[config.mk]
export PLATFORM = sky130hd
export DESIGN_NAME = fwd_hazard_ctrl_flat
export DESIGN_NICKNAME = d
export VERILOG_FILES = /design/src/rtl/pipe_pkg.sv /design/src/rtl/fwd_hazard_ctrl_if.sv /design/src/rtl/fwd_hazard_ctrl_fwd_match.sv /design/src/rtl/fwd_hazard_ctrl.sv /design/src/flat_wrapper.sv
export SDC_FILE = /design/constraint.sdc
export NUM_CORES = 1
export LEC_CHECK = 0
export CAP_MARGIN = 10
export CORE_MARGIN = 2
export CORE_UTILIZATION = 40
export DETAILED_ROUTE_END_ITERATION = 7
export GPL_TIMING_DRIVEN = 0
export PLACE_DENSITY = 0.67
export SLEW_MARGIN = 20
export SYNTH_ARGS = -nofsm -noshare
export SYNTH_HDL_FRONTEND = slang
export SYNTH_SLANG_ARGS = --single-unit
[constraint.sdc]
create_clock -name clk -period 2.54 [get_ports clk]
set_input_delay 0.381 -clock clk [delete_from_list [all_inputs] [get_ports clk]]
set_output_delay 0.381 -clock clk [all_outputs]
set_load 0.005 [all_outputs]
[src/rtl/pipe_pkg.sv]
// rtl/pipe_pkg.sv - shared slot type and helpers for the forwarding/hazard controller
package pipe_pkg;

    localparam int MAX_AW      = 8;
    localparam int SEL_REGFILE = 0;

    // rd is stored at MAX_AW bits so one slot type serves every AW <= MAX_AW
    typedef struct packed {
        logic              valid;
        logic [MAX_AW-1:0] rd;
        logic              we;
        logic              is_load;
    } slot_t;

    localparam slot_t SLOT_BUBBLE = '0;

    function automatic logic slot_writes(input slot_t s, input logic [MAX_AW-1:0] r);
        return s.valid && s.we && (s.rd == r) && (r != '0);
    endfunction

endpackage

[src/rtl/fwd_hazard_ctrl_if.sv]
// rtl/fwd_hazard_ctrl_if.sv - ID-side request and hazard/forward response bundle
interface fwd_hazard_ctrl_if #(
    parameter int NUM_SRC = 2,
    parameter int DEPTH   = 2,
    parameter int AW      = 5,
    parameter int SEL_W   = $clog2(DEPTH + 1)
);
    logic                     id_valid;
    logic [AW-1:0]            id_rd;
    logic                     id_regwrite;
    logic                     id_is_load;
    logic [NUM_SRC*AW-1:0]    id_rs;
    logic [NUM_SRC-1:0]       id_rs_used;
    logic                     flush;
    logic                     stall;
    logic [NUM_SRC*SEL_W-1:0] fwd_sel;
    logic [15:0]              stall_cycles;

    modport master (
        output id_valid, id_rd, id_regwrite, id_is_load, id_rs, id_rs_used, flush,
        input  stall, fwd_sel, stall_cycles
    );

    modport slave (
        input  id_valid, id_rd, id_regwrite, id_is_load, id_rs, id_rs_used, flush,
        output stall, fwd_sel, stall_cycles
    );
endinterface

[src/rtl/fwd_hazard_ctrl_fwd_match.sv]
// rtl/fwd_hazard_ctrl_fwd_match.sv - nearest in-flight writer search for one source register
module fwd_match
    import pipe_pkg::*;
#(
    parameter int N  = 2,
    parameter int PW = (N > 1) ? $clog2(N) : 1
) (
    input  slot_t             slots [N],
    input  logic [MAX_AW-1:0] src,
    input  logic              used,
    output logic              hit,
    output logic [PW-1:0]     pos
);

    // Scan oldest to youngest so the youngest (lowest index) match overwrites the rest
    always_comb begin
        hit = 1'b0;
        pos = '0;
        for (int j = N - 1; j >= 0; j--) begin
            if (used && slot_writes(slots[j], src)) begin
                hit = 1'b1;
                pos = PW'(j);
            end
        end
    end

endmodule

[src/rtl/fwd_hazard_ctrl.sv]
// rtl/fwd_hazard_ctrl.sv - shadow writer pipeline producing load-use stall and registered forward selects
module fwd_hazard_ctrl
    import pipe_pkg::*;
#(
    parameter int NUM_SRC  = 2,
    parameter int DEPTH    = 2,
    parameter int LOAD_LAT = 2,
    parameter int AW       = 5
) (
    input logic         clk,
    input logic         rst_n,
    fwd_hazard_ctrl_if.slave bus
);

    localparam int SEL_W = $clog2(DEPTH + 1);
    localparam int PW    = (DEPTH > 1) ? $clog2(DEPTH) : 1;

    slot_t                    ex_q;
    slot_t                    p_q [1:DEPTH];
    slot_t                    search [DEPTH];
    slot_t                    id_slot;
    logic [NUM_SRC-1:0]       src_stall;
    logic [NUM_SRC*SEL_W-1:0] fwd_next;
    logic [NUM_SRC*SEL_W-1:0] fwd_q;
    logic [15:0]              stall_cnt;
    logic                     stall;
    logic                     take;

    // Position 0 is EX; position k is p[k]. The same window is next cycle's p[k+1].
    always_comb begin
        search[0] = ex_q;
        for (int k = 1; k < DEPTH; k++) begin
            search[k] = p_q[k];
        end
    end

    always_comb begin
        id_slot.valid   = bus.id_valid;
        id_slot.rd      = MAX_AW'(bus.id_rd);
        id_slot.we      = bus.id_regwrite;
        id_slot.is_load = bus.id_is_load;
    end

    for (genvar i = 0; i < NUM_SRC; i++) begin : g_src
        logic [MAX_AW-1:0] src;
        logic              s_hit;
        logic              f_hit;
        logic [PW-1:0]     s_pos;
        logic [PW-1:0]     f_pos;
        logic              s_load;

        assign src = MAX_AW'(bus.id_rs[i*AW +: AW]);

        fwd_match #(.N(DEPTH)) u_stall_match (
            .slots (search),
            .src   (src),
            .used  (bus.id_rs_used[i]),
            .hit   (s_hit),
            .pos   (s_pos)
        );

        fwd_match #(.N(DEPTH)) u_fwd_match (
            .slots (search),
            .src   (src),
            .used  (bus.id_rs_used[i]),
            .hit   (f_hit),
            .pos   (f_pos)
        );

        // A load at position k has its data available once it reaches p[LOAD_LAT]
        assign s_load       = search[s_pos].is_load;
        assign src_stall[i] = s_hit && s_load && ((int'(s_pos) + 1) < LOAD_LAT);
        assign fwd_next[i*SEL_W +: SEL_W] = f_hit ? (SEL_W'(f_pos) + SEL_W'(1))
                                                  : SEL_W'(SEL_REGFILE);
    end

    assign stall = bus.id_valid && !bus.flush && (|src_stall);
    assign take  = bus.id_valid && !stall && !bus.flush;

    always_ff @(posedge clk or negedge rst_n) begin
        if (!rst_n) begin
            ex_q      <= SLOT_BUBBLE;
            for (int k = 1; k <= DEPTH; k++) begin
                p_q[k] <= SLOT_BUBBLE;
            end
            fwd_q     <= '0;
            stall_cnt <= '0;
        end else begin
            // A flushed EX instruction leaves as a bubble; older stages keep going
            p_q[1] <= bus.flush ? SLOT_BUBBLE : ex_q;
            for (int k = 1; k < DEPTH; k++) begin
                p_q[k+1] <= p_q[k];
            end
            ex_q  <= take ? id_slot : SLOT_BUBBLE;
            fwd_q <= take ? fwd_next : '0;
            if (stall && (stall_cnt != 16'hFFFF)) begin
                stall_cnt <= stall_cnt + 16'd1;
            end
        end
    end

    assign bus.stall        = stall;
    assign bus.fwd_sel      = fwd_q;
    assign bus.stall_cycles = stall_cnt;

endmodule

[src/flat_wrapper.sv]
// flat-port wrapper written by rule: the top's interface ports become plain ports
module fwd_hazard_ctrl_flat import pipe_pkg::*;
#(
    parameter int NUM_SRC  = 2,
    parameter int DEPTH    = 2,
    parameter int LOAD_LAT = 2,
    parameter int AW       = 5
)
  (clk, rst_n, bus_id_valid, bus_id_rd, bus_id_regwrite, bus_id_is_load, bus_id_rs, bus_id_rs_used, bus_flush, bus_stall, bus_fwd_sel, bus_stall_cycles);
  fwd_hazard_ctrl_if #(.NUM_SRC(NUM_SRC), .DEPTH(DEPTH), .AW(AW)) bus_i ();
  input logic clk;
  input logic rst_n;
  input wire logic [$bits(bus_i.id_valid)-1:0] bus_id_valid;
  input wire logic [$bits(bus_i.id_rd)-1:0] bus_id_rd;
  input wire logic [$bits(bus_i.id_regwrite)-1:0] bus_id_regwrite;
  input wire logic [$bits(bus_i.id_is_load)-1:0] bus_id_is_load;
  input wire logic [$bits(bus_i.id_rs)-1:0] bus_id_rs;
  input wire logic [$bits(bus_i.id_rs_used)-1:0] bus_id_rs_used;
  input wire logic [$bits(bus_i.flush)-1:0] bus_flush;
  output wire logic [$bits(bus_i.stall)-1:0] bus_stall;
  output wire logic [$bits(bus_i.fwd_sel)-1:0] bus_fwd_sel;
  output wire logic [$bits(bus_i.stall_cycles)-1:0] bus_stall_cycles;
  assign bus_i.id_valid = bus_id_valid;
  assign bus_i.id_rd = bus_id_rd;
  assign bus_i.id_regwrite = bus_id_regwrite;
  assign bus_i.id_is_load = bus_id_is_load;
  assign bus_i.id_rs = bus_id_rs;
  assign bus_i.id_rs_used = bus_id_rs_used;
  assign bus_i.flush = bus_flush;
  assign bus_stall = bus_i.stall;
  assign bus_fwd_sel = bus_i.fwd_sel;
  assign bus_stall_cycles = bus_i.stall_cycles;
  fwd_hazard_ctrl #(.NUM_SRC(NUM_SRC), .DEPTH(DEPTH), .LOAD_LAT(LOAD_LAT), .AW(AW)) u_core (.clk(clk), .rst_n(rst_n), .bus(bus_i));
endmodule
; After elaboration in Yosys (flattened, before gate mapping)
; Cells that the tools add are included.
; Widths: inputs -> output; s select.
[op_classes]
add_sub_neg = 5
n_lt_le_gt_ge = 4
eq_ne = 5
n_mux = 17
bitwise_logic = 2
n_reduce_logical = 28
[op_table]
columns = cell, n
row1 = $lt 32x3->1 const B, 2
row2 = $eq 8x5->1, 4
row3 = $logic_and 1x1->1, 23
row4 = $mux 11, 2
row5 = $add 16x1->16 const B, 1
row6 = $ne 16x16->1 const B, 1
row7 = $reduce_bool 8->1, 2
row8 = $mux 1, 12
row9 = $add 1x1->2 const B, 4
row10 = $ge 2x2->1 const B, 2
row11 = $mux 2, 2
row12 = $mux 4, 1
row13 = $not 1->2, 2
row14 = $logic_not 1->1, 2
row15 = $reduce_or 2->1, 1
[word_totals]
ff_bits = 42
inputBits = 23
out_inout_bits = 21
word_cells = 71

; Logic depth before layout (Yosys ltp)
; Gate-level depths: netlist (run 1).
[depth]
depth_word = 18
depth_mapped = 7
depth_no_buf = 6

; Modules after synthesis
; A second synthesis (run 1) with hierarchy kept.
[hier_totals]
cells_unflattened = 257
area_unflattened_um2 = 2601.2
[by_module_without_submodules]
columns = mod, n_inst, cells_per_inst, area_each_um2, seq_area_each_um2
row1 = fwd_hazard_ctrl, 1, 121, 1520.2, 900.9
row2 = fwd_match, 4, 34, 270.3, 0.0

; Least setup slack after synthesis (run 1)
; OpenSTA, ideal clock, no wires.
[synth_path]
path_kind = input port to flip-flop
startpoint = in bus_id_rs[6]
endpoint = reg u_core.stall_cnt[1] (netlist: u_core.bus.stall_cycles[1])
setup_time_ns = 0.125
arrival_ns = 1.871
t_required_ns = 2.415
slack_ns = 0.544
cell_stages = 6
path_buffers = 1
cell_sequence = or4_4 > o21ai_4 > nor4_4 > o211ai_4 > buf_6 > mux2_4
[synth_between]
elab_chain_len = 15
elab_cells_between_ends = 23
classes_between = add/sub: 1 / order compare: 1 / eq/ne: 2 / mux: 6 / bitwise: 1 / reduce/logical: 12
[synth_lines]
columns = item, line_no
row1 = from (decl), flat_wrapper.sv:17  ; input wire logic [$bits(bus_i.id_rs)-1:0] bus_id_rs;
row2 = "parallel branches: the longest is 11 deep, another holds $lt 32x3->1", n/a
row3 = $logic_and 1x1->1 *, fwd_hazard_ctrl.sv:72  ; assign src_stall[i] = s_hit && s_load && ((int'(s_pos) + 1) < LOAD_LAT);
row4 = $reduce_or 2->1 *, fwd_hazard_ctrl.sv:77  ; assign stall = bus.id_valid && !bus.flush && (|src_stall);
row5 = $logic_and 1x1->1 *, fwd_hazard_ctrl.sv:77
row6 = $logic_and 1x1->1 *, fwd_hazard_ctrl.sv:96  ; if (stall && (stall_cnt != 16'hFFFF)) begin
row7 = to (signal assigned), fwd_hazard_ctrl.sv:97  ; stall_cnt <= stall_cnt + 16'd1;
row8 = to (decl), fwd_hazard_ctrl.sv:25  ; logic [15:0] stall_cnt;
; Every way passes the cells marked *. The select of a mux whose other input is x is not followed.
; A chain may end at the register's enable or synchronous reset.

; Final worst setup path (run 1)
[layout_path]
startpoint = in bus_id_rs[8]
endpoint = out bus_stall
[layout_between]
elab_chain_len = 14
elab_cells_between_ends = 22
classes_between = add/sub: 1 / order compare: 1 / eq/ne: 2 / mux: 6 / bitwise: 1 / reduce/logical: 11
[layout_lines]
columns = item, line_no
row1 = "parallel branches: the longest is 11 deep, another holds $lt 32x3->1", n/a
row2 = $logic_and 1x1->1 *, fwd_hazard_ctrl.sv:72
row3 = $reduce_or 2->1 *, fwd_hazard_ctrl.sv:77
row4 = $logic_and 1x1->1 *, fwd_hazard_ctrl.sv:77
row5 = to (decl), flat_wrapper.sv:20  ; output wire logic [$bits(bus_i.stall)-1:0] bus_stall;
; Marks and branches as above.

==> results of run 1 <==
## worst max-delay path, stage by stage
cell and delay (ns):
clkdlybuf4s15_1 0.23, or4_4 0.51, o21ai_4 0.20, nor4_4 0.08, or2_1 0.25, and3_1 0.19, dlygate4sd2_1 0.26
## layer usage
metal	GRT usage (%)	part of all wire, %
met5	0	0
met4	5.01	1.0
met3	3.78	4.5
met2	26.3	50
met1	20.9	44
## flip-flops by register name (all words and copies together), names as in the netlist
name                     flops
u_core.p_q                   7
u_core.bus.fwd_sel           4
u_core.bus.stall_cycles     16
u_core.ex_q                  8
## per-stage QoR
stage / hold slack [ns] / std cells / total power [mW]
after CTS: 0.458 / 253 / 1.12
final: 0.454 / 254 / 1.11
after floorplan: 0.0854 / 147 / 0.619
after detailed placement: 0.259 / 241 / 0.683
after global routing: 0.489 / 254 / 1.16
after global placement: 0.442 / 240 / 0.677
## cells in the final DEF (no fill, tap or decap), drive strengths merged, types with 7 or more instances in the layout
cell type      netlist  routed
and2                 7       7
buf                  1       7
clkbuf               0      12
clkdlybuf4s50        0      32
dfrtp               35      35
nand2                7       7
nand3                7       7
nor2b                8       8
nor4                 8       8
xnor2               15      15
xor2                20      20
## worst paths after layout
kind	startpoint	end	slack (ns)	cells past startpoint
setup / recovery	bus_id_rs[8]	bus_stall	0.07	7
hold / removal	u_core.ex_q[0]	u_core.bus.fwd_sel[2]	0.45	1
setup reg to reg	u_core.bus.stall_cycles[0]	u_core.bus.stall_cycles[1]	0.44	6
hold reg to reg	u_core.ex_q[0]	u_core.bus.fwd_sel[2]	0.45	1
max in group asynchronous	rst_n	u_core.p_q[17]	1.64	3
min in group asynchronous	rst_n	u_core.bus.stall_cycles[9]	0.50	2
## cells by family (layout without fill, tap and decap cells)
| logic type | count (synthesis) | after routing | synth area share [%] |
|---|---|---|---|
| and+or+nand+nor | 64 | 64 | 23.6 |
| xor gates and xnor gates | 35 | 35 | 17.8 |
| DFF | 35 | 35 | 50.9 |
| AOI/OAI and AO/OA | 7 | 7 | 4.80 |
| buffers and inverters | 4 | 61 | 1.31 |
| adders and majority gates | 1 | 1 | 0.727 |
| muxes | 1 | 1 | 0.872 |
## report_power, final
part / switching (mW) / internal (mW)
clock network: 0.189 / 0.247
logic: 0.0464 / 0.0526
registers: 0.00725 / 0.565
## final cells by class
cell class / instances / area [um^2] / area share (%)
Buffer: 1 / 11.3 / 0.475
Clock buffer: 8 / 100 / 4.22
Inverter: 3 / 11.3 / 0.475
Multi-Input combinational cell: 108 / 846 / 35.7
Sequential cell: 35 / 876 / 37.0
Tap cell: 50 / 62.6 / 2.64
Timing Repair Buffer: 49 / 463 / 19.5
## what timing repair did
| action | in CTS | in global routing |
|---|---|---|
| setup buffers | 3 | 1 |
| resized for setup | 14 | 9 |
| hold endpoints to repair | 9 | 0 |
| setup endpoints to repair | 1 | 1 |
| pin swaps | 5 | 4 |
| hold buffers | 1 | 0 |
==> flow_summary.toml, run 1 <==
[floorplanning]
start_util_pct = 42.4
core_um2 = 4060
ioPinCount = 44
num_rows = 23
dieArea_um2 = 4840
dieWidth_um = 69.6
die_h_um = 69.6

[routing]
ant_nets = 0
first_iter_violations = 26
routedWlPerCell_um = 14.1
totalWireLength_mm = 3.58
vias = 1257
drcViolationCount = 0
firstDrtPassIters = 4
vias_per_cell = 4.95

[place]
dp_hpwl_mm = 2.70
postPlaceCellArea_um2 = 2230
place_congestion = 0.879
dpl_worst_slack_ns = -0.487
port_buffers = 43

[timing]
slew_headroom_pct = 63.1
rsz0062_at_grt = "no"
fin_crit_sh_pct = 97.4
setup_viol = 0
finalMaxSlewViolations = 0
min_period_ns = 2.47
fmax_ghz = 0.404
fin_tns_setup_ns = 0
hold_violations = 0
setup_ws_ns = 0.0662
worstMarginPinSlew_ns = 0.552
skew_ns = 0.00339

[clock_network]
cts_tree = "done"
clk-insertion-delay-late_ns = 0.28
cts_max_path_buffers = 2
numCtsBuffers = 5
root_buffer = "clkbuf_8"
cts_sinks = 35
cts.clk_slew.worst_paths_ns = 0.07
h-tree-depth = 2

[power_and_ir_drop]
power_leakage_nw = 1.07
power_density_nw_per_um2 = 467
peakVddDrop_mv = 0.293

[global_route]
gr-usage-all-layers_pct = 16.0
grt_pass1_vias = 1257
grt_max_degree = 27
grt_overflow = 0
grt_pass1_wl_mm = 6.16
antenna_found_initial = 0

[critical_path]
crit_type = "in -> out"
worstPathMaxFanout = 3
cp.arrival_ns = 2.09
start_kind = "primary input"
cp-end-kind = "primary output"
required_ns = 2.16

[synth]
yosys_register_bits = 35
async_flop_share_pct = 100
syn-cell-area_um2 = 1720
netlist_instances = 147
synth_edf_count = 0
synth-seq-area-share_pct = 50.9
synth_common_cells = "dfrtp_1, xor2_1, xnor2_1"
yosysUniqueCellTypes = 33
ys_top_cells_by_area = "dfrtp_1, xor2_1, xnor2_1"
synth_top_area_share_pct = 50.9
synthMostInstantiatedCell = "dfrtp_1"
yosys_warnings = 0
syn-num-nets = 171
avgSynthCellArea_um2 = 11.7
synthFlopType = "dfrtp_1"
synth_top_cell_by_area = "dfrtp_1"

[cells_and_area]
stdcell_area_um2 = 2370
syn_to_final_growth_pct = 37.7
antenna_cells = 0
final_util_pct = 58.4
fillerInstances = 344
finalNetCount = 227
drive_above_1_share_pct = 15.7

[job]
maxCapViolCount = 0

[hold_path]
min_path_type = "reg -> reg"

[outcome]
status = "finished clean"
No activity file was read; power rests on OpenSTA's default activity.
==> inputs of run 2 (changes only) <==
CTS_BUF_LIST = sky130_fd_sc_hd__clkbuf_4 sky130_fd_sc_hd__clkbuf_8   (was default)
==> run 2 against run 1 <==
Critical path depth stayed put. Sequential cell count stayed put. Clock power is 2% higher. Sequential share of layout area is 0.059 points lower. Total power is 0.94% higher. Worst setup slack stayed put. Clock skew stayed put. Cell area is 0.16% higher. Sequential power hardly changed. Clock-buffer cell count stayed put. Wire length stayed put. Critical path type unchanged. Critical endpoint unchanged. Highest routed layer unchanged.
==> flow_summary.toml, run 2 (same netlist as run 1, synthesis figures left out) <==
[outcome]
status = "finished clean"

[global_route]
gr-usage-all-layers_pct = 16.0
grt_max_degree = 27
grt_overflow = 0
grt_pass1_wl_mm = 6.16
antenna_found_initial = 0
grt_pass1_vias = 1257

[floorplanning]
dieWidth_um = 69.6
ioPinCount = 44
die_h_um = 69.6
core_um2 = 4060
start_util_pct = 42.4
num_rows = 23
dieArea_um2 = 4840

[timing]
slew_headroom_pct = 63.1
fmax_ghz = 0.404
setup_viol = 0
hold_violations = 0
worstMarginPinSlew_ns = 0.552
rsz0062_at_grt = "no"
setup_ws_ns = 0.0662
finalMaxSlewViolations = 0
fin_tns_setup_ns = 0
skew_ns = 0.00339
min_period_ns = 2.47
fin_crit_sh_pct = 97.4
hold_ws_ns = 0.454

[clock_network]
clk-insertion-delay-late_ns = 0.28
cts_max_path_buffers = 2
cts_tree = "done"
cts_sinks = 35
numCtsBuffers = 5
root_buffer = "clkbuf_8"
h-tree-depth = 2
cts.clk_slew.worst_paths_ns = 0.07

[cells_and_area]
drive_above_1_share_pct = 16.2
final_cell_mix = "dfrtp_1, clkdlybuf4s50_1, xor2_1"
stdcell_area_um2 = 2370
antenna_cells = 0
finalNetCount = 227
final_common_cell = "dfrtp_1"
final_util_pct = 58.5
syn_to_final_growth_pct = 38.0
largest_reg_flops = 16

[place]
port_buffers = 43
place_congestion = 0.879
dpl_worst_slack_ns = -0.487
postPlaceCellArea_um2 = 2230
dp_hpwl_mm = 2.70

[hold_path]
min_path_type = "reg -> reg"
hold_depth = 1
hold_path_startpoint = "u_core.ex_q[0]"

[critical_path]
start_kind = "primary input"
worst-r2r-setup-slack_ns = 0.45
cp.arrival_ns = 2.09
cp-end-kind = "primary output"
crit_type = "in -> out"
required_ns = 2.16
worstPathMaxFanout = 3
rr_worst_depth = 6
startpoint = "bus_id_rs[8]"
r2r_start = "u_core.bus.stall_cycles[0]"

[routing]
drcViolationCount = 0
firstDrtPassIters = 4
totalWireLength_mm = 3.58
ant_nets = 0
vias_per_cell = 4.95
first_iter_violations = 26
routedWlPerCell_um = 14.1
vias = 1257

[power_and_ir_drop]
power_density_nw_per_um2 = 471
power_leakage_nw = 1.07
peakVddDrop_mv = 0.293

[job]
maxCapViolCount = 0
## run 2: cell types whose count changed in the layout (fill, tap and decap cells not counted)
cell,previous run,this run
clkbuf_4,0,1
clkbuf_1,1,0
## run 2: worst max-delay path, stage by stage
cell and delay, ns:
clkdlybuf4s15_1 0.23, or4_4 0.51, o21ai_4 0.20, nor4_4 0.08
or2_1 0.25, and3_1 0.19, dlygate4sd2_1 0.26
## run 2: layout make-up
class | count | area [um^2]
multi-input cells | 108 | 846
repair buffers | 49 | 463
fillers | 343 | 1680
clock buffers | 8 | 104
flip-flops and latches | 35 | 876
inverters | 3 | 11.3
plain buffers | 1 | 11.3
well taps | 50 | 62.6
## run 2: what timing repair did
item / 4_1_cts / 5_1_grt
buffers inserted: 3 / 1
gates resized for setup: 14 / 9
hold buffers: 1 / 0
pin swaps: 5 / 4
endpoints found under the setup margin: 1 / 1
hold endpoints to repair: 9 / 0
## run 2: layer usage
layer / global-route usage, % / vias up / part of all wire [%]
met1: 20.9 / 599 / 44
met5: 0 / - / 0
li1: - / 618 / -
met3: 3.78 / 4 / 4.5
met2: 26.3 / 36 / 50
met4: 5.01 / 0 / 1.0
## run 2: report_power, final
part / switching (mW) / total (mW) / internal (mW)
Clock: 0.188 / 0.446 / 0.258
Sequential: 0.00725 / 0.573 / 0.565
Combinational: 0.0464 / 0.0990 / 0.0526
## run 2: stage by stage
| stage | power (mW) | std cells |
|---|---|---|
| detailed placement | 0.683 | 241 |
| CTS | 1.13 | 253 |
| global route | 1.17 | 254 |
| global placement | 0.677 | 240 |
| finish | 1.12 | 254 |
| floorplan | 0.619 | 147 |
## run 2: final timing paths
path,to
max in group asynchronous,u_core.p_q[17]
hold / removal,u_core.bus.fwd_sel[2]
setup reg to reg,u_core.bus.stall_cycles[1]
min in group asynchronous,u_core.bus.stall_cycles[9]
setup / recovery,bus_stall
hold reg to reg,u_core.bus.fwd_sel[2]
==> inputs of run 3 (changes only) <==
SLEW_MARGIN = default   (was 20)
==> run 3 against run 2 <==
Cell area is 0.11% higher. Utilization is 0.062 points higher. Non-clock buffer count is 3 lower. Total power is 13% higher. Via count is 0.64% higher. Sequential share of layout area hardly changed. First-iteration DRC count is 88% higher. Critical path depth stayed put. Clock power is 35% higher. Largest power group is now clock. Highest routed layer unchanged.
==> flow_summary.toml, run 3 (same netlist as run 1, synthesis figures left out) <==
[routing]
firstDrtPassIters = 6
routedWlPerCell_um = 14.1
wl_met3_um = 132
ant_nets = 0
top_layer = "met4"
wl_met1_mm = 1.58
vias_per_cell = 5.04
totalWireLength_mm = 3.54
vias = 1265
drcViolationCount = 0
route.met2.wl_mm = 1.75
first_iter_violations = 49

[hold_path]
min_path_type = "in -> async"

[cells_and_area]
syn_to_final_growth_pct = 38.1
drive_above_1_share_pct = 14.4
antenna_cells = 0
instances_no_fill = 251
stdcell_area_um2 = 2380
finalNetCount = 224
final_cell_mix = "dfrtp_1, clkdlybuf4s50_1, xor2_1"
largest_reg_flops = 16
final_common_cell = "dfrtp_1"

[critical_path]
crit_type = "in -> out"
required_ns = 2.16
start_kind = "primary input"
cp-end-kind = "primary output"
worstPathMaxFanout = 3
cp.arrival_ns = 2.11

[global_route]
grt_max_degree = 36
antenna_found_initial = 0
grt_overflow = 0
gr-usage-all-layers_pct = 15.3
grt_pass1_vias = 1229
grt_pass1_wl_mm = 5.82

[power_and_ir_drop]
peakVddDrop_mv = 0.280
p_total_mw = 1.27
power_leakage_nw = 1.07
power_density_nw_per_um2 = 533

[timing]
rsz0062_at_grt = "no"
setup_ws_ns = 0.0490
min_period_ns = 2.49
fin_crit_sh_pct = 98.1
hold_violations = 0
slew_headroom_pct = 49.1
fmax_ghz = 0.401
finalMaxSlewViolations = 0
setup_viol = 0
skew_ns = 0.00455
worstMarginPinSlew_ns = 0.763

[place]
postPlaceCellArea_um2 = 2210
port_buffers = 43
dpl_worst_slack_ns = -0.485
dp_hpwl_mm = 2.63
place_inst = 240
place_congestion = 0.879

[outcome]
status = "finished clean"

[floorplanning]
ioPinCount = 44
num_rows = 23
die_h_um = 69.6
dieArea_um2 = 4840
core_um2 = 4060
start_util_pct = 42.4
dieWidth_um = 69.6

[job]
maxCapViolCount = 0

[clock_network]
h-tree-depth = 2
cts_tree = "done"
cts.clk_slew.worst_paths_ns = 0.07
root_buffer = "clkbuf_8"
clk-insertion-delay-late_ns = 0.29
cts_sinks = 35
numCtsBuffers = 5
cts_hold_buf = 0
cts_max_path_buffers = 2
[run 3: cell count changes in the layout (fill, tap and decap cells not counted)]
cell           delta
clkbuf_8          -2
clkbuf_2          -2
clkinvlp_4        +1
dlygate4sd3_1     -1
bufinv_16         +2
buf_12            -1
dlygate4sd2_1     +2
clkbuf_4          -1
buf_4             -1
[run 3: cell type report]
| cell class | instances | area [um^2] |
|---|---|---|
| fill | 337 | 1680 |
| sequential | 35 | 876 |
| multi-input combinational | 108 | 846 |
| timing repair buffer | 46 | 433 |
| clock buffer | 5 | 68.8 |
| clock inverter | 3 | 67.6 |
| tap | 50 | 62.6 |
| buffer | 1 | 11.3 |
| inverter | 3 | 11.3 |
[run 3: power by group]
| group | internal (mW) | total (mW) | leakage (nW) | switching [mW] |
|---|---|---|---|---|
| registers | 0.565 | 0.572 | 0.472 | 0.00739 |
| logic | 0.0478 | 0.0929 | 0.530 | 0.0451 |
| clock network | 0.391 | 0.602 | 0.0644 | 0.210 |
[run 3: metrics by stage]
step                      utilization (%)  hold slack [ns]  TNS (ns)
after detailed placement             54.4            0.444    -0.629
after floorplan                         -           0.0854         0
after global placement               54.5            0.442    -0.554
final                                58.6            0.158         0
after global routing                 58.6            0.226         0
after CTS                            58.5            0.186         0
[run 3: timing repair]
item / 4_1_cts / 5_1_grt
setup buffers: 3 / 0
resized for setup: 14 / 5
endpoints found under the setup margin: 1 / 1
pin swaps: 6 / 2
[run 3: worst max-delay path, cell delays in order]
cell	delay [ns]
dlygate4sd2_1	0.27
or4_4	0.53
o21ai_4	0.18
nor4_4	0.07
or2_1	0.23
and3_1	0.19
dlygate4sd2_1	0.26
[run 3: metal layers]
metal | vias to the layer above | global-route usage, %
li1 | 610 | -
met1 | 618 | 19.9
met2 | 28 | 24.1
met3 | 9 | 4.36
met4 | 0 | 6.32
met5 | - | 0
[run 3: path summary, 6_finish.rpt]
path                                                    end  slack (ns)  cells past startpoint                        from
worst max-delay path                              bus_stall        0.05                      7                bus_id_rs[7]
worst min-delay path            u_core.bus.stall_cycles[10]        0.16                      1                       rst_n
worst max register to register   u_core.bus.stall_cycles[1]        0.45                      6  u_core.bus.stall_cycles[0]
worst min register to register        u_core.bus.fwd_sel[2]        0.44                      1              u_core.ex_q[0]
max in group asynchronous                    u_core.p_q[16]        1.90                      1                       rst_n
min in group clk                      u_core.bus.fwd_sel[2]        0.44                      1              u_core.ex_q[0]
